--- src/rtl/fetch_unit_fp.sv ---
// Instruction-fetch stage: owns the byte-addressed PC, registers the fetched
// word into an IF/ID slot with valid/ready, handles redirects and halt words.
module fetch_unit_fp #(
  parameter int unsigned          PC_W      = 8,
  parameter int unsigned          INSTR_W   = 32,
  parameter logic [PC_W-1:0]      RESET_PC  = 8'h00,
  parameter logic [INSTR_W-1:0]   HALT_WORD = 32'hFFFF_FFFF,
  parameter int unsigned          CNT_W     = 16
) (
  input  logic               clk,
  input  logic               rst,
  output logic [PC_W-1:0]    imem_pc,
  input  logic [INSTR_W-1:0] imem_instruction,
  input  logic               redirect_valid,
  input  logic [PC_W-1:0]    redirect_pc,
  output logic               id_valid,
  input  logic               id_ready,
  output logic [INSTR_W-1:0] id_instruction,
  output logic [PC_W-1:0]    id_pc,
  output logic [PC_W-1:0]    id_pc_plus4,
  output logic               halted,
  output logic [CNT_W-1:0]   fetch_count
);

  typedef enum logic {RUN, HALT} state_e;

  localparam logic [PC_W-1:0]  PC_STEP = PC_W'(4);
  localparam logic [CNT_W-1:0] CNT_MAX = '1;

  state_e             state_q, state_d;
  logic [PC_W-1:0]    fetch_pc_q, fetch_pc_d;
  logic               id_valid_q, id_valid_d;
  logic [INSTR_W-1:0] id_instr_q, id_instr_d;
  logic [PC_W-1:0]    id_pc_q, id_pc_d;
  logic [PC_W-1:0]    id_pc_plus4_q, id_pc_plus4_d;
  logic [CNT_W-1:0]   fetch_count_q, fetch_count_d;
  logic               fire, advance;

  assign fire    = id_valid_q & id_ready;
  assign advance = (state_q == RUN) & (~id_valid_q | id_ready);

  always_comb begin
    // NOTE: every next-state signal gets a hold default first so no path
    // through the branches below can infer a latch.
    state_d       = state_q;
    fetch_pc_d    = fetch_pc_q;
    id_valid_d    = id_valid_q;
    id_instr_d    = id_instr_q;
    id_pc_d       = id_pc_q;
    id_pc_plus4_d = id_pc_plus4_q;
    fetch_count_d = fetch_count_q;

    // A fire flushed by a redirect still counts: the decoder sampled it.
    if (fire && fetch_count_q != CNT_MAX) fetch_count_d = fetch_count_q + 1'b1;

    if (redirect_valid) begin
      fetch_pc_d = {redirect_pc[PC_W-1:2], 2'b00};
      id_valid_d = 1'b0;
      state_d    = RUN;
    end else if (advance) begin
      id_instr_d    = imem_instruction;
      id_pc_d       = fetch_pc_q;
      id_pc_plus4_d = fetch_pc_q + PC_STEP;
      id_valid_d    = 1'b1;
      // The halt word is presented but fetch_pc parks on its address.
      if (imem_instruction == HALT_WORD) state_d = HALT;
      else fetch_pc_d = fetch_pc_q + PC_STEP;
    end else if (fire) begin
      id_valid_d = 1'b0;
    end
  end

  always_ff @(posedge clk) begin
    // NOTE: state registers use non-blocking assignments so every flop
    // samples the pre-edge values regardless of statement order.
    if (rst) begin
      state_q       <= RUN;
      fetch_pc_q    <= RESET_PC;
      id_valid_q    <= 1'b0;
      id_instr_q    <= '0;
      id_pc_q       <= '0;
      id_pc_plus4_q <= '0;
      fetch_count_q <= '0;
    end else begin
      state_q       <= state_d;
      fetch_pc_q    <= fetch_pc_d;
      id_valid_q    <= id_valid_d;
      id_instr_q    <= id_instr_d;
      id_pc_q       <= id_pc_d;
      id_pc_plus4_q <= id_pc_plus4_d;
      fetch_count_q <= fetch_count_d;
    end
  end

  assign imem_pc        = fetch_pc_q;
  assign id_valid       = id_valid_q;
  assign id_instruction = id_instr_q;
  assign id_pc          = id_pc_q;
  assign id_pc_plus4    = id_pc_plus4_q;
  assign halted         = (state_q == HALT);
  assign fetch_count    = fetch_count_q;

endmodule
--- config.mk ---
export PLATFORM = sky130hd
export DESIGN_NAME = fetch_unit_fp
export DESIGN_NICKNAME = d
export VERILOG_FILES = /design/src/rtl/fetch_unit_fp.sv
export SDC_FILE = /design/constraint.sdc
export NUM_CORES = 1
export LEC_CHECK = 0
export ABC_AREA = 1
export ABC_CLOCK_PERIOD_IN_PS = 1850
export BUFFER_PORTS_ARGS = -buffer_cell sky130_fd_sc_hd__buf_2
export CORE_MARGIN = 1
export CORE_UTILIZATION = 51
export CTS_BUF_LIST = sky130_fd_sc_hd__clkbuf_4
export CTS_CLUSTER_SIZE = 30
export DETAILED_ROUTE_END_ITERATION = 10
export GPL_TIMING_DRIVEN = 0
export PLACE_DENSITY = 0.8
export REMOVE_ABC_BUFFERS = 1
export SKIP_LAST_GASP = 1
export SLEW_MARGIN = 20
export SYNTH_ARGS = -nofsm -noshare
export SYNTH_HDL_FRONTEND = slang
export SYNTH_SLANG_ARGS = --single-unit
--- constraint.sdc ---
create_clock -name clk -period 1.85 [get_ports clk]
set_clock_uncertainty 0.1 [all_clocks]
set_input_delay 0.0925 -clock clk [delete_from_list [all_inputs] [get_ports clk]]
set_output_delay 0.0925 -clock clk [all_outputs]
set_load 0.02 [all_outputs]
==> impl_metrics.env, run 1 <==
export IMPL_status="complete, no violations"
export IMPL_portBuffers=109
export IMPL_wl_met3_um=415
export IMPL_coreArea_um2=5890
export IMPL_io_pins=118
export IMPL_die_x_um=80.1
export IMPL_whs_ns=0.0429
export IMPL_synth_area_per_cell_um2=6.98
export IMPL_viasPerCell=5.10
export IMPL_crit_start="fetch_count[0]$_SDFFE_PP0P_"
export IMPL_maxSlewHeadroom=0.578
export IMPL_num_vias=3389
export IMPL_initial_core_util=0.529
export IMPL_clk_latency_ns=0.40
export IMPL_drc=0
export IMPL_path_clk_slew_ns=0.11
export IMPL_fp_row_count=28
export IMPL_cts_buffers=9
export IMPL_grt_pass1_vias=3058
export IMPL_setup_violations_final=0
export IMPL_netlist_top_cell_by_area="dfxtp_1"
export IMPL_ys_types=28
export IMPL_wl_met1_um=3650
export IMPL_worstSetupEndpointType="flop"
export IMPL_fin_tns_setup_ns=0
export IMPL_fin_util=0.715
export IMPL_rsz0062_at_grt="yes"
export IMPL_post_place_ws_ns=-0.616
export IMPL_fin_total_pwr_mw=3.05
export IMPL_grt_use_total=0.276
export IMPL_routedWlPerCell_um=13.0
export IMPL_yosysTopAreaCellShare=0.437
export IMPL_path_class="reg -> reg"
export IMPL_finalWeightedCongestion=0.783
export IMPL_hpwl_um=5060
export IMPL_timing_rr_end="fetch_count[9]$_SDFFE_PP0P_"
export IMPL_wl_met2_um=4190
export IMPL_areaGrowthSynthToFinish_pct=35.3
export IMPL_syn_inst=446
export IMPL_cts_max_path_buffers=2
export IMPL_fill_cells=491
export IMPL_tightest_slew_ns=0.633
export IMPL_seqCellArea_um2=1370
export IMPL_reg2reg_depth=8
export IMPL_p_leak_nw=1.96
export IMPL_cts_tree="yes"
export IMPL_drt_pass1_iterations=4
export IMPL_ys_top_cells_by_area="dfxtp_1, nand2_1, a21oi_1, nor2_1, nand3_1"
export IMPL_max_vdd_ir_drop_v=0.000503
export IMPL_drt_iter0_drc=149
export IMPL_worst_path_max_fanout=7
export IMPL_htree_levels=3
export IMPL_die_h_um=80.1
export IMPL_multi_input_area_um2=1600
export IMPL_synth_seq_area_share=0.437
export IMPL_p_per_area_nw_per_um2=725
export IMPL_diodes=0
export IMPL_layout_nets=631
export IMPL_maxUsedRoutingLayer="met4"
export IMPL_dieArea_um2=6420
export IMPL_finalHoldViolCount=0
export IMPL_r2r_start="fetch_count[0]$_SDFFE_PP0P_"
export IMPL_drv_slew=0
export IMPL_cp_start_kind="flop"
export IMPL_grt_max_degree=60
export IMPL_drv_cap=0
export IMPL_post_route_min_period_ns=1.80
export IMPL_ys_warn_count=0
export IMPL_synth_area_um2=3110
export IMPL_post_route_period_util=0.973
export IMPL_drive_gt1_frac=0.242
export IMPL_ys_ff_latch=68
export IMPL_routed_wl_um=8620
export IMPL_layout_setup_ws_ns=0.0505
export IMPL_crit_path_end="fetch_count[9]$_SDFFE_PP0P_"
export IMPL_rrSetupSlack_ns=0.05
export IMPL_postRouteAntennaNets=0
export IMPL_grt_pass1_wl_um=13600
export IMPL_post_cts_setup_buffers=0
export IMPL_grt_ovfl_total=0
export IMPL_antenna_found_initial=0
export IMPL_cp_arrival_ns=1.98
export IMPL_cts_root_buffer="clkbuf_4"
export IMPL_critPathRequiredTime_ns=2.03
export IMPL_fmax_mhz=556
export IMPL_cts_sinks=68
export IMPL_hp_class="in -> reg"
placed cells by master, fill, tap and decap left out, types with 7 or more instances in the layout:
cell and count:
a21oi_1 59, nand3_1 23, dlygate4sd3_1 40, nor2_1 37, xor2_1 7, clkbuf_4 10, inv_1 15, nand2_1 169
o21ai_0 8, dfxtp_1 66, buf_2 108
synthesized netlist by cell type:
| library cell | number |
|---|---|
| a21oi_1 | 60 |
| a31oi_1 | 1 |
| buf_1 | 1 |
| buf_2 | 8 |
| buf_4 | 9 |
| buf_6 | 2 |
| clkbuf_1 | 7 |
| conb_1 | 1 |
| dfxtp_1 | 68 |
| ha_1 | 2 |
| inv_1 | 15 |
| inv_2 | 1 |
| nand2_1 | 172 |
| nand2_2 | 3 |
| nand3_1 | 23 |
| nand3_2 | 2 |
| nand4_1 | 2 |
| nor2_1 | 37 |
| nor2_2 | 3 |
| nor3_2 | 2 |
| nor3_4 | 1 |
| o211ai_1 | 1 |
| o21a_1 | 2 |
| o21ai_0 | 8 |
| o21ai_1 | 1 |
| o21bai_1 | 1 |
| xnor2_1 | 6 |
| xor2_1 | 7 |
flip-flops by register name, indices dropped and copies added, names as in the netlist:
name,count
id_instruction,32
id_pc,6
id_valid,1
id_pc_plus4,6
fetch_count,16
imem_pc,6
halted,1
metal layers:
layer	global-route usage	up-vias
li1	-	1693
met1	0.325	1537
met2	0.463	128
met3	0.0420	31
met4	0.180	0
met5	0	-
where the power goes:
group	switching (mW)	internal (mW)
registers	0.0468	1.53
logic	0.323	0.203
clock network	0.533	0.414
total	0.903	2.15
cell type report:
class,instances,share of cell area
multi-input combinational,341,0.380
clock inverter,6,0.0131
inverter,16,0.0161
sequential,68,0.325
tap,75,0.0223
timing repair buffer,149,0.225
clock buffer,10,0.0178
how the worst min path moves through the flow:
stage | from | to | slack [ns] | depth (start not counted)
floorplan | rst | fetch_count[11]$_SDFFE_PP0P_ | 0.06 | 1
global placement | imem_instruction[23] | id_instruction[23]$_SDFFE_PP0P_ | 0.25 | 3
detailed placement | imem_instruction[23] | id_instruction[23]$_SDFFE_PP0P_ | 0.26 | 3
CTS | redirect_valid | imem_pc[4]$_SDFFE_PP0P_ | 0.02 | 5
global route | redirect_valid | imem_pc[4]$_SDFFE_PP0P_ | 0.05 | 5
finish | redirect_valid | imem_pc[4]$_SDFFE_PP0P_ | 0.04 | 5
stage by stage:
| stage | std cells | cell area, um2 |
|---|---|---|
| 2_1_floorplan | 424 | 2970 |
| 3_3_place_gp | 608 | 3610 |
| 3_5_place_dp | 608 | 3610 |
| 4_1_cts | 664 | 4150 |
| 5_1_grt | 665 | 4210 |
| 6_report | 665 | 4210 |
logic make-up (layout without fill, tap and decap cells):
group	count (synthesis)	after routing	share of synthesized area
buffers and inverters	43	181	0.0708
AOI/OAI and AO/OA	74	74	0.123
xor gates and xnor gates	13	13	0.0366
DFF	68	68	0.437
adders and majority gates	2	2	0.00804
other	1	6	0.00121
and+or+nand+nor	245	246	0.323
critical path, stage by stage, from the launching register on:
cell and delay (ns):
dfxtp_4 0.38, ha_2 0.22, nand3_4 0.10, nor3_4 0.29, nand2_1 0.14, nand2_2 0.14, nand2_2 0.13, nand2_1 0.12
a21oi_1 0.06
repair_timing:
item,in CTS,in global routing
hold buffers,40,0
pin swaps,0,2
resized for setup,3,13
setup endpoints to repair,43,36
gates cloned,0,1
endpoints found under the hold margin,40,0
Power figures use the tool's default switching activity.
==> run 2, diff against run 1 <==
ABC_CLOCK_PERIOD_IN_PS = 2300   (was 1850)
CORE_UTILIZATION = 55   (was 51)
PLACE_DENSITY = 0.85   (was 0.8)
clock period = 2.3 ns   (was 1.85 ns; I/O delays follow)
==> impl_metrics.env, run 2 (synthesized netlist as in run 1, its figures left out) <==
export IMPL_num_vias=3482
export IMPL_p_leak_nw=1.95
export IMPL_fmax_mhz=531
export IMPL_final_cell_mix="nand2_1, buf_2, dfxtp_1, a21oi_1, dlygate4sd3_1"
export IMPL_post_route_period_util=0.819
export IMPL_htree_levels=3
export IMPL_critPathRequiredTime_ns=2.54
export IMPL_fp_row_count=27
export IMPL_grt_pass1_vias=3178
export IMPL_mostFrequentLayoutCell="nand2_1"
export IMPL_drt_iter0_drc=139
export IMPL_cts_root_buffer="clkbuf_4"
export IMPL_tightest_slew_ns=1.08
export IMPL_hpwl_um=5240
export IMPL_cp_start_kind="flop"
export IMPL_hp_start="redirect_pc[7]"
export IMPL_drive_gt1_frac=0.232
export IMPL_fin_area_um2=4140
export IMPL_largest_reg_flops=32
export IMPL_grt_max_degree=60
export IMPL_io_pins=118
export IMPL_areaGrowthSynthToFinish_pct=33.0
export IMPL_cpMostUsedCell="nor2_2"
export IMPL_cts_tree="yes"
export IMPL_post_place_ws_ns=-0.118
export IMPL_die_x_um=77.2
export IMPL_routedWlPerCell_um=13.6
export IMPL_postRouteAntennaNets=0
export IMPL_status="complete, no violations"
export IMPL_fin_util=0.756
export IMPL_setup_violations_final=0
export IMPL_drc=0
export IMPL_finalHoldViolCount=0
export IMPL_dieArea_um2=5960
export IMPL_drt_pass1_iterations=4
export IMPL_initial_core_util=0.569
export IMPL_timing_rr_end="id_instruction[8]$_SDFFE_PP0P_"
export IMPL_cts_sinks=68
export IMPL_wl_met3_um=486
export IMPL_worst_path_max_fanout=48
export IMPL_post_route_min_period_ns=1.88
export IMPL_portBuffers=109
export IMPL_hp_class="in -> reg"
export IMPL_cts_buffers=9
export IMPL_reg2reg_depth=7
export IMPL_rsz0062_at_grt="no"
export IMPL_grt_use_total=0.309
export IMPL_routed_wl_um=8970
export IMPL_cp_slowest_cell="inv_4"
export IMPL_p_per_area_nw_per_um2=594
export IMPL_viasPerCell=5.28
export IMPL_holdPathEnd="imem_pc[7]$_SDFFE_PP0P_"
export IMPL_wl_met2_um=4410
export IMPL_maxUsedRoutingLayer="met4"
export IMPL_dpl_cell_area_um2=3610
export IMPL_clk_latency_ns=0.41
export IMPL_drv_slew=0
export IMPL_max_vdd_ir_drop_v=0.000425
export IMPL_grt_ovfl_total=0
export IMPL_grt_pass1_wl_um=14500
export IMPL_cp_arrival_ns=2.12
export IMPL_fin_total_pwr_mw=2.46
export IMPL_coreArea_um2=5470
export IMPL_rrSetupSlack_ns=0.42
export IMPL_finalWeightedCongestion=0.845
export IMPL_die_h_um=77.2
export IMPL_cts_max_path_buffers=2
export IMPL_maxSlewHeadroom=0.278
export IMPL_antenna_found_initial=1
export IMPL_crit_chain="inv_1 > nor2_2 > nor2_2 > nand2_4 > inv_4 > nand2_1 > a21oi_1"
export IMPL_wl_met1_um=3600
export IMPL_max_stage_delay_ns=0.48
export IMPL_path_clk_slew_ns=0.11
export IMPL_fill_cells=450
export IMPL_path_class="reg -> reg"
export IMPL_layout_nets=629
export IMPL_layout_setup_ws_ns=0.416
export IMPL_hold_depth=5
export IMPL_worstSetupEndpointType="flop"
export IMPL_fin_tns_setup_ns=0
export IMPL_post_cts_setup_buffers=0
export IMPL_r2r_start="id_valid$_SDFFE_PP0P_"
export IMPL_drv_cap=0
run 2: cell types whose count changed in the layout (fill, tap and decap cells not counted), moves of 2 or more:
| cell | previous run | this run |
|---|---|---|
| dfxtp_4 | 2 | 0 |
| clkbuf_4 | 10 | 12 |
| nand2_1 | 169 | 171 |
| dfxtp_1 | 66 | 68 |
run 2: report_power, final:
group          internal (mW)  switching [mW]
registers               1.23          0.0391
clock network          0.358           0.408
logic                  0.160           0.258
run 2: final cells by class:
class | instances | area [um2] | share of cell area
Clock buffer | 12 | 90.1 | 0.0218
Tap cell | 72 | 90.1 | 0.0218
Multi-Input combinational cell | 340 | 1560 | 0.376
Clock inverter | 3 | 38.8 | 0.00937
Sequential cell | 68 | 1360 | 0.329
Timing Repair Buffer | 148 | 936 | 0.226
Inverter | 16 | 62.6 | 0.0151
Antenna cell | 1 | 2.50 | 0.000605
run 2: repair_timing:
action	4_1_cts	5_1_grt
hold endpoints to repair	39	0
resized for setup	1	2
hold buffers	39	0
endpoints found under the setup margin	23	13
run 2: metrics by stage:
step	std cells	hold WS, ns
2_1_floorplan	424	0.0841
3_3_place_gp	605	0.276
3_5_place_dp	605	0.284
4_1_cts	659	0.00175
5_1_grt	660	0.0185
6_report	660	0.0188
run 2: worst max path at each step:
stage                                     endpoint  depth (start not counted)                  start  slack [ns]
global route                 id_pc[5]$_SDFFE_PP0P_                          7  id_valid$_SDFFE_PP0P_        0.23
floorplan              id_pc_plus4[6]$_SDFFE_PP0P_                          7  id_valid$_SDFFE_PP0P_       -0.06
detailed placement     id_pc_plus4[7]$_SDFFE_PP0P_                          7         redirect_valid       -0.12
global placement       id_pc_plus4[6]$_SDFFE_PP0P_                          6         redirect_valid       -0.67
finish              id_instruction[8]$_SDFFE_PP0P_                          7  id_valid$_SDFFE_PP0P_        0.42
CTS                          id_pc[5]$_SDFFE_PP0P_                          7  id_valid$_SDFFE_PP0P_        0.20
run 2: routing by layer:
metal / up-vias / track usage
met5: - / 0
met4: 0 / 0.189
met3: 46 / 0.0619
met2: 156 / 0.523
met1: 1578 / 0.356
li1: 1702 / -
run 2: worst max-delay path: cells and delay by family (launching register included):
kind                   cells  cell delay [ns]
flip-flops                 1             0.34
AO/OA/AOI/OAI              1             0.17
AND/OR/NAND/NOR            4             0.63
buffers and inverters      2             0.55
==> run 3, diff against run 2 <==
ABC_CLOCK_PERIOD_IN_PS = 1900   (was 2300)
CORE_UTILIZATION = 51   (was 55)
PLACE_DENSITY = 0.8   (was 0.85)
clock period = 1.9 ns   (was 2.3 ns; I/O delays follow)
==> impl_metrics.env, run 3 (synthesized netlist as in run 1, its figures left out) <==
export IMPL_clk_latency_ns=0.40
export IMPL_cpMostUsedCell="nand2_1"
export IMPL_hp_start="redirect_pc[5]"
export IMPL_worstSetupEndpointType="flop"
export IMPL_status="complete, no violations"
export IMPL_areaGrowthSynthToFinish_pct=33.9
export IMPL_grt_use_total=0.274
export IMPL_cp_arrival_ns=1.98
export IMPL_p_leak_nw=1.95
export IMPL_fin_tns_setup_ns=0
export IMPL_worst_path_max_fanout=15
export IMPL_maxSlewHeadroom=0.587
export IMPL_coreArea_um2=5890
export IMPL_cts_buffers=9
export IMPL_dieArea_um2=6420
export IMPL_fmax_mhz=563
export IMPL_final_cell_mix="nand2_1, buf_2, dfxtp_1, a21oi_1, dlygate4sd3_1"
export IMPL_postRouteAntennaNets=0
export IMPL_routed_wl_um=8400
export IMPL_cp_start_kind="flop"
export IMPL_path_clk_slew_ns=0.11
export IMPL_drt_pass1_iterations=4
export IMPL_cts_sinks=68
export IMPL_dpl_cell_area_um2=3610
export IMPL_grt_max_degree=60
export IMPL_crit_start="fetch_count[0]$_SDFFE_PP0P_"
export IMPL_max_vdd_ir_drop_v=0.000489
export IMPL_critPathRequiredTime_ns=2.11
export IMPL_viasPerCell=5.07
export IMPL_drv_slew=0
export IMPL_cp_slowest_cell="dfxtp_2"
export IMPL_drive_gt1_frac=0.238
export IMPL_htree_levels=3
export IMPL_initial_core_util=0.529
export IMPL_portBuffers=109
export IMPL_post_route_min_period_ns=1.78
export IMPL_fp_row_count=28
export IMPL_post_route_period_util=0.935
export IMPL_drc=0
export IMPL_mostFrequentLayoutCell="nand2_1"
export IMPL_grt_ovfl_total=0
export IMPL_routedWlPerCell_um=12.7
export IMPL_max_stage_delay_ns=0.38
export IMPL_cts_root_buffer="clkbuf_4"
export IMPL_largest_reg_flops=32
export IMPL_fin_area_um2=4170
export IMPL_diodes=0
export IMPL_crit_chain="ha_2 > nand3_2 > nor3_4 > nand2_1 > nand2_1 > nand2_4 > a21oi_1 > nor2_1"
export IMPL_cts_tree="yes"
export IMPL_io_pins=118
export IMPL_grt_pass1_wl_um=13600
export IMPL_finalWeightedCongestion=0.783
export IMPL_r2r_start="fetch_count[0]$_SDFFE_PP0P_"
export IMPL_setup_violations_final=0
export IMPL_drt_iter0_drc=172
export IMPL_hpwl_um=5060
export IMPL_drv_cap=0
export IMPL_path_class="reg -> reg"
export IMPL_num_vias=3362
export IMPL_hp_class="in -> reg"
export IMPL_layout_nets=629
export IMPL_rsz0062_at_grt="yes"
export IMPL_die_x_um=80.1
export IMPL_tightest_slew_ns=0.619
export IMPL_antenna_found_initial=0
export IMPL_die_h_um=80.1
export IMPL_cts_max_path_buffers=2
export IMPL_grt_pass1_vias=3029
export IMPL_post_cts_setup_buffers=0
export IMPL_p_per_area_nw_per_um2=711
export IMPL_finalHoldViolCount=0
run 3: worst max-delay path, delay by kind of cell, from the launching register on:
family | cells | cell delay [ns]
adder cells (fa/ha/maj) | 1 | 0.21
flip-flops | 1 | 0.38
AND/OR/NAND/NOR | 6 | 0.86
AO/OA/AOI/OAI | 1 | 0.16
run 3: layout make-up:
cell class | instances | area [um2]
inverter | 16 | 65.1
clock inverter | 6 | 55.1
clock buffer | 10 | 75.1
multi-input combinational | 340 | 1580
tap | 75 | 93.8
sequential | 68 | 1360
timing repair buffer | 148 | 938
fill | 495 | 1720
run 3: worst paths after layout:
path              slack, ns                         endpoint  cells past startpoint
setup reg to reg       0.12     fetch_count[13]$_SDFFE_PP0P_                      8
hold reg to reg        0.37  id_instruction[15]$_SDFFE_PP0P_                      2
setup / recovery       0.12     fetch_count[13]$_SDFFE_PP0P_                      8
hold / removal         0.03          imem_pc[5]$_SDFFE_PP0P_                      5
run 3: stage by stage:
stage	std cells	setup slack [ns]	util	total power [mW]	hold slack, ns
after floorplan	424	-0.465	-	1.81	0.0641
after global placement	608	-1.06	0.613	1.99	0.256
after detailed placement	608	-0.568	0.614	1.99	0.260
after CTS	663	0.0424	0.703	2.95	0.000689
after global routing	663	-0.0483	0.708	3.10	0.0371
final	663	0.124	0.708	2.96	0.0262
run 3: per-layer routing:
| metal | vias to the layer above | part of all wire | track usage |
|---|---|---|---|
| met4 | 0 | 0.034 | 0.168 |
| met5 | - | 0 | 0 |
| met3 | 26 | 0.047 | 0.0420 |
| met2 | 121 | 0.50 | 0.468 |
| li1 | 1689 | - | - |
| met1 | 1526 | 0.42 | 0.322 |
run 3: where the power goes:
| part | internal (mW) | total, mW | switching [mW] |
|---|---|---|---|
| clock network | 0.404 | 0.921 | 0.517 |
| logic | 0.195 | 0.505 | 0.309 |
| registers | 1.49 | 1.54 | 0.0449 |
run 3: what timing repair did:
| item | 4_1_cts | 5_1_grt |
|---|---|---|
| gates resized for setup | 2 | 7 |
| gates cloned | 0 | 0 |
| hold endpoints to repair | 39 | 0 |
| pin swaps | 0 | 1 |
| hold buffers | 39 | 0 |
| setup endpoints to repair | 43 | 55 |
